==> config.mk <==
export PLATFORM = sky130hd
export DESIGN_NAME = kalkulator_seq
export DESIGN_NICKNAME = d
export VERILOG_FILES = /design/src/rtl/kalkulator_seq.sv
export SDC_FILE = /design/constraint.sdc
export NUM_CORES = 1
export LEC_CHECK = 0
export CAP_MARGIN = 20
export CORE_MARGIN = 3
export CORE_UTILIZATION = 50
export DETAILED_ROUTE_END_ITERATION = 10
export HOLD_SLACK_MARGIN = 0.06
export PLACE_DENSITY_LB_ADDON = 0.25
export SLEW_MARGIN = 40
export SYNTH_ARGS = -nofsm -noshare
export SYNTH_HDL_FRONTEND = slang
export SYNTH_SLANG_ARGS = --single-unit
export TNS_END_PERCENT = 100
==> constraint.sdc <==
create_clock -name CLOCK_50 -period 10.23 [get_ports CLOCK_50]
set_input_delay 1.5345 -clock CLOCK_50 [delete_from_list [all_inputs] [get_ports CLOCK_50]]
set_output_delay 1.5345 -clock CLOCK_50 [all_outputs]
set_load 0.02 [all_outputs]
==> src/rtl/kalkulator_seq.sv <==
// Sequential board calculator: debounced keys start an add/subtract/multiply on
// the SW operands, and the result is converted to BCD and shown on HEX with sign and overflow.
module kalkulator_seq #(
  parameter int W          = 5,
  parameter int DIGITS     = 4,
  parameter int DEB_CYCLES = 500000
) (
  input  logic                  CLOCK_50,
  input  logic                  RST_N,
  input  logic [2:0]            KEY,
  input  logic [2*W-1:0]        SW,
  output logic [7*DIGITS-1:0]   HEX,
  output logic [2:0]            LEDR
);

  localparam int MW = 2 * W;
  localparam int BW = 4 * DIGITS;
  localparam int CW = $clog2(DEB_CYCLES + 1);

  function automatic logic [63:0] pow10(input int n);
    logic [63:0] p;
    p = 64'd1;
    for (int i = 0; i < n; i++) p = p * 64'd10;
    return p;
  endfunction

  localparam logic [63:0] MAX_POS = pow10(DIGITS) - 64'd1;
  localparam logic [63:0] MAX_NEG = pow10(DIGITS - 1) - 64'd1;

  localparam logic [6:0] SEG_BLANK = 7'b1111111;
  localparam logic [6:0] SEG_DASH  = 7'b0111111;
  localparam logic [6:0] SEG_ZERO  = 7'b1000000;
  localparam logic [7*DIGITS-1:0] HEX_RST = {{(DIGITS-1){SEG_BLANK}}, SEG_ZERO};
  localparam logic [MW-1:0] ITER_LAST = MW'(MW - 1);

  localparam logic [1:0] OP_ADD = 2'd0;
  localparam logic [1:0] OP_SUB = 2'd1;
  localparam logic [1:0] OP_MUL = 2'd2;

  typedef enum logic [1:0] {S_IDLE, S_CALC, S_CONV, S_LOAD} state_t;

  function automatic logic [6:0] seg7(input logic [3:0] d);
    case (d)
      4'd0:    seg7 = 7'b1000000;
      4'd1:    seg7 = 7'b1111001;
      4'd2:    seg7 = 7'b0100100;
      4'd3:    seg7 = 7'b0110000;
      4'd4:    seg7 = 7'b0011001;
      4'd5:    seg7 = 7'b0010010;
      4'd6:    seg7 = 7'b0000010;
      4'd7:    seg7 = 7'b1111000;
      4'd8:    seg7 = 7'b0000000;
      4'd9:    seg7 = 7'b0010000;
      default: seg7 = SEG_BLANK;
    endcase
  endfunction

  // Key path: keys idle high, so synchroniser and debounced levels reset to 1.
  logic [2:0]    r_sync1, r_sync2, r_deb, r_deb_d;
  logic [CW-1:0] r_cnt [3];
  logic [2:0]    w_pulse;

  always_ff @(posedge CLOCK_50 or negedge RST_N) begin
    if (!RST_N) begin
      r_sync1 <= 3'b111;
      r_sync2 <= 3'b111;
      r_deb   <= 3'b111;
      r_deb_d <= 3'b111;
      for (int k = 0; k < 3; k++) r_cnt[k] <= '0;
    end else begin
      r_sync1 <= KEY;
      r_sync2 <= r_sync1;
      r_deb_d <= r_deb;
      for (int k = 0; k < 3; k++) begin
        if (r_sync2[k] == r_deb[k]) begin
          r_cnt[k] <= '0;
        end else if (r_cnt[k] == CW'(DEB_CYCLES - 1)) begin
          r_deb[k] <= ~r_deb[k];
          r_cnt[k] <= '0;
        end else begin
          r_cnt[k] <= r_cnt[k] + CW'(1);
        end
      end
    end
  end

  assign w_pulse = r_deb_d & ~r_deb;

  logic [1:0] w_op;
  always_comb begin
    w_op = OP_ADD;
    if (w_pulse[0])      w_op = OP_ADD;
    else if (w_pulse[1]) w_op = OP_SUB;
    else if (w_pulse[2]) w_op = OP_MUL;
  end

  state_t r_state, w_next;

  always_ff @(posedge CLOCK_50 or negedge RST_N) begin
    if (!RST_N) r_state <= S_IDLE;
    else        r_state <= w_next;
  end

  logic [W-1:0]  r_a, r_b;
  logic [1:0]    r_op;
  logic [MW-1:0] r_mag, r_iter;
  logic          r_neg, r_ovf;
  logic [BW-1:0] r_bcd;
  logic [7*DIGITS-1:0] r_hex;
  logic          r_neg_out, r_ovf_out;

  always_comb begin
    w_next = r_state;
    case (r_state)
      S_IDLE:  if (|w_pulse) w_next = S_CALC;
      S_CALC:  w_next = S_CONV;
      S_CONV:  if (r_iter == ITER_LAST) w_next = S_LOAD;
      S_LOAD:  w_next = S_IDLE;
      default: w_next = S_IDLE;
    endcase
  end

  logic [MW-1:0] w_a_ext, w_b_ext, w_mag;
  logic          w_neg, w_ovf;

  assign w_a_ext = MW'(r_a);
  assign w_b_ext = MW'(r_b);

  always_comb begin
    w_mag = '0;
    w_neg = 1'b0;
    case (r_op)
      OP_ADD: w_mag = w_a_ext + w_b_ext;
      OP_SUB: begin
        if (r_b > r_a) begin
          w_mag = w_b_ext - w_a_ext;
          w_neg = 1'b1;
        end else begin
          w_mag = w_a_ext - w_b_ext;
        end
      end
      OP_MUL:  w_mag = w_a_ext * w_b_ext;
      default: w_mag = '0;
    endcase
    w_ovf = w_neg ? (64'(w_mag) > MAX_NEG) : (64'(w_mag) > MAX_POS);
  end

  // Double dabble step: add 3 to every nibble >= 5 before the shift.
  logic [BW-1:0] w_bcd_adj;
  always_comb begin
    w_bcd_adj = r_bcd;
    for (int d = 0; d < DIGITS; d++) begin
      if (r_bcd[4*d +: 4] >= 4'd5) w_bcd_adj[4*d +: 4] = r_bcd[4*d +: 4] + 4'd3;
    end
  end

  logic [7*DIGITS-1:0] w_hex;
  int                  w_msd;
  always_comb begin
    w_hex = '0;
    w_msd = 0;
    for (int i = 1; i < DIGITS; i++) begin
      if (r_bcd[4*i +: 4] != 4'd0) w_msd = i;
    end
    for (int i = 0; i < DIGITS; i++) begin
      if (r_ovf)                       w_hex[7*i +: 7] = SEG_DASH;
      else if (i <= w_msd)             w_hex[7*i +: 7] = seg7(r_bcd[4*i +: 4]);
      else if (r_neg && i == w_msd + 1) w_hex[7*i +: 7] = SEG_DASH;
      else                             w_hex[7*i +: 7] = SEG_BLANK;
    end
  end

  always_ff @(posedge CLOCK_50 or negedge RST_N) begin
    if (!RST_N) begin
      r_a       <= '0;
      r_b       <= '0;
      r_op      <= OP_ADD;
      r_mag     <= '0;
      r_iter    <= '0;
      r_neg     <= 1'b0;
      r_ovf     <= 1'b0;
      r_bcd     <= '0;
      r_hex     <= HEX_RST;
      r_neg_out <= 1'b0;
      r_ovf_out <= 1'b0;
    end else begin
      case (r_state)
        S_IDLE: begin
          if (|w_pulse) begin
            r_a  <= SW[W-1:0];
            r_b  <= SW[2*W-1:W];
            r_op <= w_op;
          end
        end
        S_CALC: begin
          r_mag  <= w_mag;
          r_neg  <= w_neg;
          r_ovf  <= w_ovf;
          r_bcd  <= '0;
          r_iter <= '0;
        end
        S_CONV: begin
          r_bcd  <= {w_bcd_adj[BW-2:0], r_mag[MW-1]};
          r_mag  <= {r_mag[MW-2:0], 1'b0};
          r_iter <= r_iter + MW'(1);
        end
        S_LOAD: begin
          r_hex     <= w_hex;
          r_neg_out <= r_neg;
          r_ovf_out <= r_ovf;
        end
        default: ;
      endcase
    end
  end

  assign HEX  = r_hex;
  assign LEDR = {r_neg_out, r_ovf_out, (r_state != S_IDLE)};

endmodule

==> results of run 1 <==
## cells by family after synthesis
| kind of cell | count (synthesis) |
|---|---|
| muxes | 28 |
| and+or+nand+nor | 345 |
| buffers and inverters | 100 |
| DFF | 151 |
| AOI/OAI and AO/OA | 178 |
| adders and majority gates | 74 |
| xor gates and xnor gates | 74 |
## synthesized netlist by cell type (all sizes together), types with 34 or more instances
cell type    n  area [um2]
nand3       40         200
dfstp       34         893
nand2       72         270
o21ai       50         250
nor2       149         562
a21oi       60         323
dfrtp      117        2930
inv         62         233
xor2        40         350
ha          62         776
xnor2       34         298
## worst reg2reg max path, stage by stage, from the launching register on
cell and delay (ps):
dfrtp_1 430, ha_1 260, inv_1 80, fa_1 460, fa_1 540, fa_1 540
inv_1 40, ha_1 340, nand3_1 90, o211ai_1 230, nor4_1 70, nor3_1 220
xnor2_1 150, a21oi_1 80, o21ai_1 140
## through the flow
step           worst slack (ps)  utilization, %  hold slack, ps  power [W]  instances
2_1_floorplan              6770               -             345   0.000708        950
3_3_place_gp               6630            54.5             347   0.000743       1188
3_5_place_dp               6510            54.6             347   0.000744       1188
4_1_cts                    6480            58.1             355    0.00139       1220
5_1_grt                    6160            58.1             358    0.00144       1220
6_report                   6480            58.1             355    0.00137       1220
## layout by cell type, fill, tap and decap left out, types with 12 or more instances in the layout
cell | synthesis | routed
mux2i_1 | 12 | 12
fa_1 | 12 | 12
xor2_1 | 40 | 40
o22ai_1 | 20 | 20
xnor2_1 | 34 | 34
ha_1 | 62 | 62
inv_1 | 62 | 62
clkbuf_16 | 0 | 17
o21ai_0 | 41 | 41
nor2_1 | 148 | 148
dfstp_2 | 34 | 34
nand3_1 | 40 | 40
dfrtp_1 | 117 | 117
nand2_1 | 72 | 72
and3_1 | 13 | 13
clkdlybuf4s50_1 | 0 | 44
a21oi_1 | 58 | 58
## final cells by class
| cell class | count | area share [%] |
|---|---|---|
| Multi-Input combinational cell | 699 | 46.1 |
| Sequential cell | 151 | 37.9 |
| Clock buffer | 25 | 5.12 |
| Timing Repair Buffer | 48 | 4.74 |
| Tap cell | 225 | 2.79 |
| Inverter | 65 | 2.42 |
| Clock inverter | 7 | 0.894 |
## state kept, by name, summed over array words and instances, names as in the netlist, 2 cells and up
register	cells
HEX	28
r_a	5
r_b	5
r_bcd	16
r_cnt	57
r_deb	3
r_deb_d	3
r_iter	10
r_mag	10
r_op	2
r_state	2
r_sync1	3
r_sync2	3
## power by group
group | switching [W] | total [W] | internal (W) | leakage [nW]
registers | 0.00000699 | 0.000612 | 0.000605 | 1.96
clock network | 0.000241 | 0.000638 | 0.000397 | 0.295
logic | 0.0000729 | 0.000122 | 0.0000495 | 2.12
## per-layer routing
| metal | vias up | GRT usage, % |
|---|---|---|
| met2 | 109 | 29.5 |
| met3 | 15 | 5.43 |
| met4 | 0 | 4.27 |
| met5 | - | 0 |
| met1 | 3089 | 26.8 |
| li1 | 3302 | - |
## worst paths after layout
kind	slack, ps	start	endpoint
max	6480	r_a[2]$_DFFE_PN0P_	r_mag[9]$_DFFE_PN0P_
min	350	r_sync1[0]$_DFF_PN1_	r_sync2[0]$_DFF_PN1_
max reg2reg	6480	r_a[2]$_DFFE_PN0P_	r_mag[9]$_DFFE_PN0P_
min reg2reg	350	r_sync1[0]$_DFF_PN1_	r_sync2[0]$_DFF_PN1_
max in group asynchronous	8000	RST_N	r_cnt[40]$_DFF_PN0_
min in group asynchronous	1150	RST_N	r_ovf_out$_DFFE_PN0N_
==> results.toml, run 1 <==
[run]
drv_cap = 0

[worst_setup_path]
slowest_delay_ps = 540
end_kind = "register"
critPathBufInv = 2
cp_top_family = "adder cells"
cp.arrival_ps = 4100
path_common_cell = "fa_1"
worstSetupPathType = "register to register"
crit_path_top_delay_cell = "fa_1"
path_cells = "ha_1, inv_1, fa_1, fa_1, fa_1, inv_1, ha_1, nand3_1, o211ai_1, nor4_1, nor3_1, xnor2_1, a21oi_1, o21ai_1"
r2r_cells = 14
cp_max_fo = 5
path_depth = 14
required_ps = 10580
cp-start-kind = "register"

[synth]
muxShareOfSynthArea_pct = 3.38
syn_inst = 950
synth_area_um2 = 8880
synth_edf_count = 0
synth_compound_area_share_pct = 12.5
synth_cell_types = 58
synth-seq-cells = 151
synth_fa_ha_area_share_pct = 11.4
synth_warnings = 0
synthFlopType = "dfrtp_1"
synth_top_family_by_area = "simple AND/OR/NAND/NOR gates"
synth.avg_cell_area_um2 = 9.35
syn_nets = 1039
yosys.area_share.simple_pct = 17.7
synthArstFlopShare_pct = 100
ys_seq_area_share_pct = 43.0
synth-xor-area-share_pct = 7.30

[timing]
rsz0062_at_grt = "no"
worst_pin_slew_ps = 729
fin_skew_ps = 7.78
min_period_ps = 3750
setup_tns_ps = 0
timing.final.hold_violations = 0
drv_slew = 0
slew_headroom_pct = 51.4
setup_viol = 0
post-route-period-util_pct = 36.6
max_freq_ghz = 0.267

[clock_network]
cts_root_buffer = "clkbuf_16"
cts_sinks = 151
ctsResizeCount = 0
cts_tree = "yes"
post_cts_buffers = 0
clk_pin_slew_worst_paths_ps = 60
h-tree-depth = 4
insertion_delay_ps = 430
cts_buffer_depth = 2
numCtsBuffers = 17
hold_buffers = 0

[drt]
met1Wirelength_mm = 8.56
wl_met3_um = 648
ant_nets = 0
num_vias = 6515
drtIter0Drc = 397
vias_per_cell = 5.34
dr_wl_met2_mm = 8.12
wl_per_cell_um = 14.3
top_layer = "met4"
drtPass1Iterations = 4
drcViolationCount = 0
routed_wirelength_mm = 17.5

[global_routing]
grt_pass1_vias = 6326
track_usage_pct = 19.0
antenna_found_initial = 0
gr-total-overflow = 0
grt_pass1_wl_mm = 30.7
grt_max_degree = 82

[floorplan]
die_area_um2 = 19400
core_area_um2 = 17400
rows = 48
initial_core_util_pct = 51.2
dieWidth_um = 139
die_h_um = 139
ios = 46

[cells_and_area]
layout-drive-gt1-share_pct = 8.64
final_nets = 1071
diodes = 0
fillers = 1519
final_cell_area_um2 = 10100
area_growth_pct = 13.5
seq_area_um2 = 3820
multi_input_area_um2 = 4650

[placement]
place.gp.congestion = 0.900
portBuffers = 45
place_area_um2 = 9470
hpwl_mm = 12.4

[hold_path]
holdPathStages = 0
hold_class = "register to register"

[outcome]
outcome = "complete, no violations"

[pwr]
p_leak_nw = 4.37
irDropWorstVdd_uv = 127
p_per_area_nw_per_um2 = 136
(Power assumes the default switching activity.)
==> inputs of run 2 (changes only) <==
==> constraint.sdc (replaced) <==
create_clock -name CLOCK_50 -period 3.5 [get_ports CLOCK_50]
set_input_delay 0.525 -clock CLOCK_50 [delete_from_list [all_inputs] [get_ports CLOCK_50]]
set_output_delay 0.525 -clock CLOCK_50 [all_outputs]
set_load 0.02 [all_outputs]
==> run 2 against run 1 <==
Combinational power grew to 3.3 times the previous value. Clock skew hardly changed. Worst hold slack worse by 220 ps. Global-route usage is 0.093 points lower. Largest power group unchanged. Die area stayed put. Register-to-register slack worse by 6500 ps. Sequential cell count stayed put. Maximum frequency is 7.9% higher. Core utilization is 0.90 points higher.
==> results.toml, run 2 (same netlist as run 1, synthesis figures left out) <==
[worst_setup_path]
worstSetupPathType = "register to register"
reg2reg_from = "r_a[1]$_DFFE_PN0P_"
reg2reg_to = "r_mag[9]$_DFFE_PN0P_"
cp-endpoint = "r_mag[9]$_DFFE_PN0P_"
required_ps = 3840
ff2ff_setup_slack_ps = 30
cp-start-kind = "register"
critPathBufInv = 2
cp_max_fo = 6
crit_path_top_delay_cell = "fa_1"
path_depth = 14
path_cells = "buf_4, inv_1, nor2_1, fa_1, fa_1, ha_1, ha_4, nand3_2, o211ai_1, nor4_1, nor3_1, xnor2_1, a21oi_1, o21ai_1"
end_kind = "register"
cp.arrival_ps = 3810
startpoint = "r_a[1]$_DFFE_PN0P_"
path_common_cell = "fa_1"
slowest_delay_ps = 500
r2r_cells = 14
cp_top_family = "adder cells"

[pwr]
p_leak_nw = 4.45
p_per_area_nw_per_um2 = 391
irDropWorstVdd_uv = 353
p_total_w = 0.00400

[drt]
drtPass1Iterations = 5
ant_nets = 0
num_vias = 6686
routed_wirelength_mm = 17.7
drcViolationCount = 0
vias_per_cell = 5.40
drtIter0Drc = 393
wl_per_cell_um = 14.2

[run]
drv_cap = 0

[timing]
setup_viol = 0
post-route-period-util_pct = 99.2
slew_headroom_pct = 50.9
timing.final.hold_violations = 0
rsz0062_at_grt = "yes"
fin_skew_ps = 7.67
drv_slew = 0
max_freq_ghz = 0.288
worst_pin_slew_ps = 737
min_period_ps = 3470

[global_routing]
grt_pass1_vias = 6506
antenna_found_initial = 0
grt_max_degree = 80
grt_pass1_wl_mm = 30.9
track_usage_pct = 18.9
gr-total-overflow = 0

[clock_network]
cts_tree = "yes"
clk_pin_slew_worst_paths_ps = 60
insertion_delay_ps = 420
cts_sinks = 151
numCtsBuffers = 17
cts_root_buffer = "clkbuf_16"
cts_buffer_depth = 2
hold_buffers = 0
h-tree-depth = 4

[floorplan]
core_area_um2 = 17400
ios = 46
dieWidth_um = 139
die_h_um = 139
die_area_um2 = 19400
initial_core_util_pct = 51.2
rows = 48

[cells_and_area]
diodes = 0
layout-drive-gt1-share_pct = 10.6
fillers = 1505
final_nets = 1090
regMostFlops = "r_cnt"
largest_register_ffs = 57
area_growth_pct = 15.2
layout_commonest_cell = "nor2_1"
fin_cells = 1239
layout_common_cells = "148 x nor2_1, 117 x dfrtp_1, 72 x nand2_1"

[placement]
portBuffers = 45
placedCellCount = 1206
hpwl_mm = 12.7
place.gp.congestion = 0.905

[outcome]
outcome = "complete, no violations"

[hold_path]
hold_class = "input port to asynchronous set/reset pin"
-- run 2: changes by cell type in the layout (fill, tap and decap cells not counted), sizes merged --
cell / previous run / this run
clkinv: 6 / 8
bufinv: 2 / 3
clkinvlp: 2 / 1
clkbuf: 25 / 23
buf: 4 / 23
-- run 2: power breakdown --
part           switching (W)  internal [W]  total [W]
logic               0.000231      0.000176   0.000407
clock network       0.000690       0.00112    0.00181
registers          0.0000167       0.00177    0.00179
-- run 2: worst min-delay path by stage --
stage	endpoint	startpoint	cells after the start	slack (ps)
floorplan	HEX[0]$_DFFE_PN0N_	RST_N	0	230
global route	r_bcd[15]$_DFFE_PN0P_	RST_N	1	190
detailed placement	r_sync2[1]$_DFF_PN1_	r_sync1[1]$_DFF_PN1_	0	350
global placement	r_sync2[1]$_DFF_PN1_	r_sync1[1]$_DFF_PN1_	0	350
finish	r_bcd[15]$_DFFE_PN0P_	RST_N	1	130
CTS	r_bcd[15]$_DFFE_PN0P_	RST_N	1	150
-- run 2: metrics by stage --
step	hold slack (ps)	util [%]	TNS, ps	instance area (um2)	worst slack (ps)
after CTS	151	58.8	0	10200	5.56
after global routing	192	59.0	-300	10200	-184
after detailed placement	347	55.4	-60.3	9610	-41.5
after floorplan	229	-	0	8880	36.5
after global placement	346	55.4	0	9610	10.0
final	134	59.0	0	10200	28.9
-- run 2: area by class of cell --
type / instances / area, um2 / share of cell area [%]
Clock inverter: 9 / 130 / 1.27
Sequential cell: 151 / 3820 / 37.3
Clock buffer: 23 / 448 / 4.38
Multi-Input combinational cell: 699 / 4680 / 45.7
Timing Repair Buffer: 67 / 629 / 6.15
Inverter: 65 / 244 / 2.38
Tap cell: 225 / 282 / 2.75
-- run 2: timing repair --
item	CTS	global route
pin swaps	8	10
setup endpoints to repair	2	3
gates resized for setup	3	4
buffers inserted	0	1
-- run 2: worst register-to-register path, delay by kind of cell (launching register included) --
kind / cells / cell delay (ps)
fa+ha+maj: 4 / 1660
simple gates: 4 / 440
compound gates: 3 / 440
flops: 1 / 380
buf+inv: 2 / 280
xor+xnor: 1 / 170
-- run 2: metal layers --
metal	part of all wire, %	vias up	track usage [%]
met3	3.6	18	3.37
met2	47	112	30.3
met1	48	3217	26.5
met5	0	-	0
met4	1.3	0	5.66
li1	-	3339	-
==> inputs of run 3 (changes only) <==
--- a/config.mk
+++ b/config.mk
@@ -8,6 +8,7 @@
 export CAP_MARGIN = 20
 export CORE_MARGIN = 3
 export CORE_UTILIZATION = 50
+export CTS_CLUSTER_SIZE = 20
 export DETAILED_ROUTE_END_ITERATION = 10
 export HOLD_SLACK_MARGIN = 0.06
 export PLACE_DENSITY_LB_ADDON = 0.25
==> results of run 3 <==
The final DEF is identical to that of run 2; final timing and power are the same.
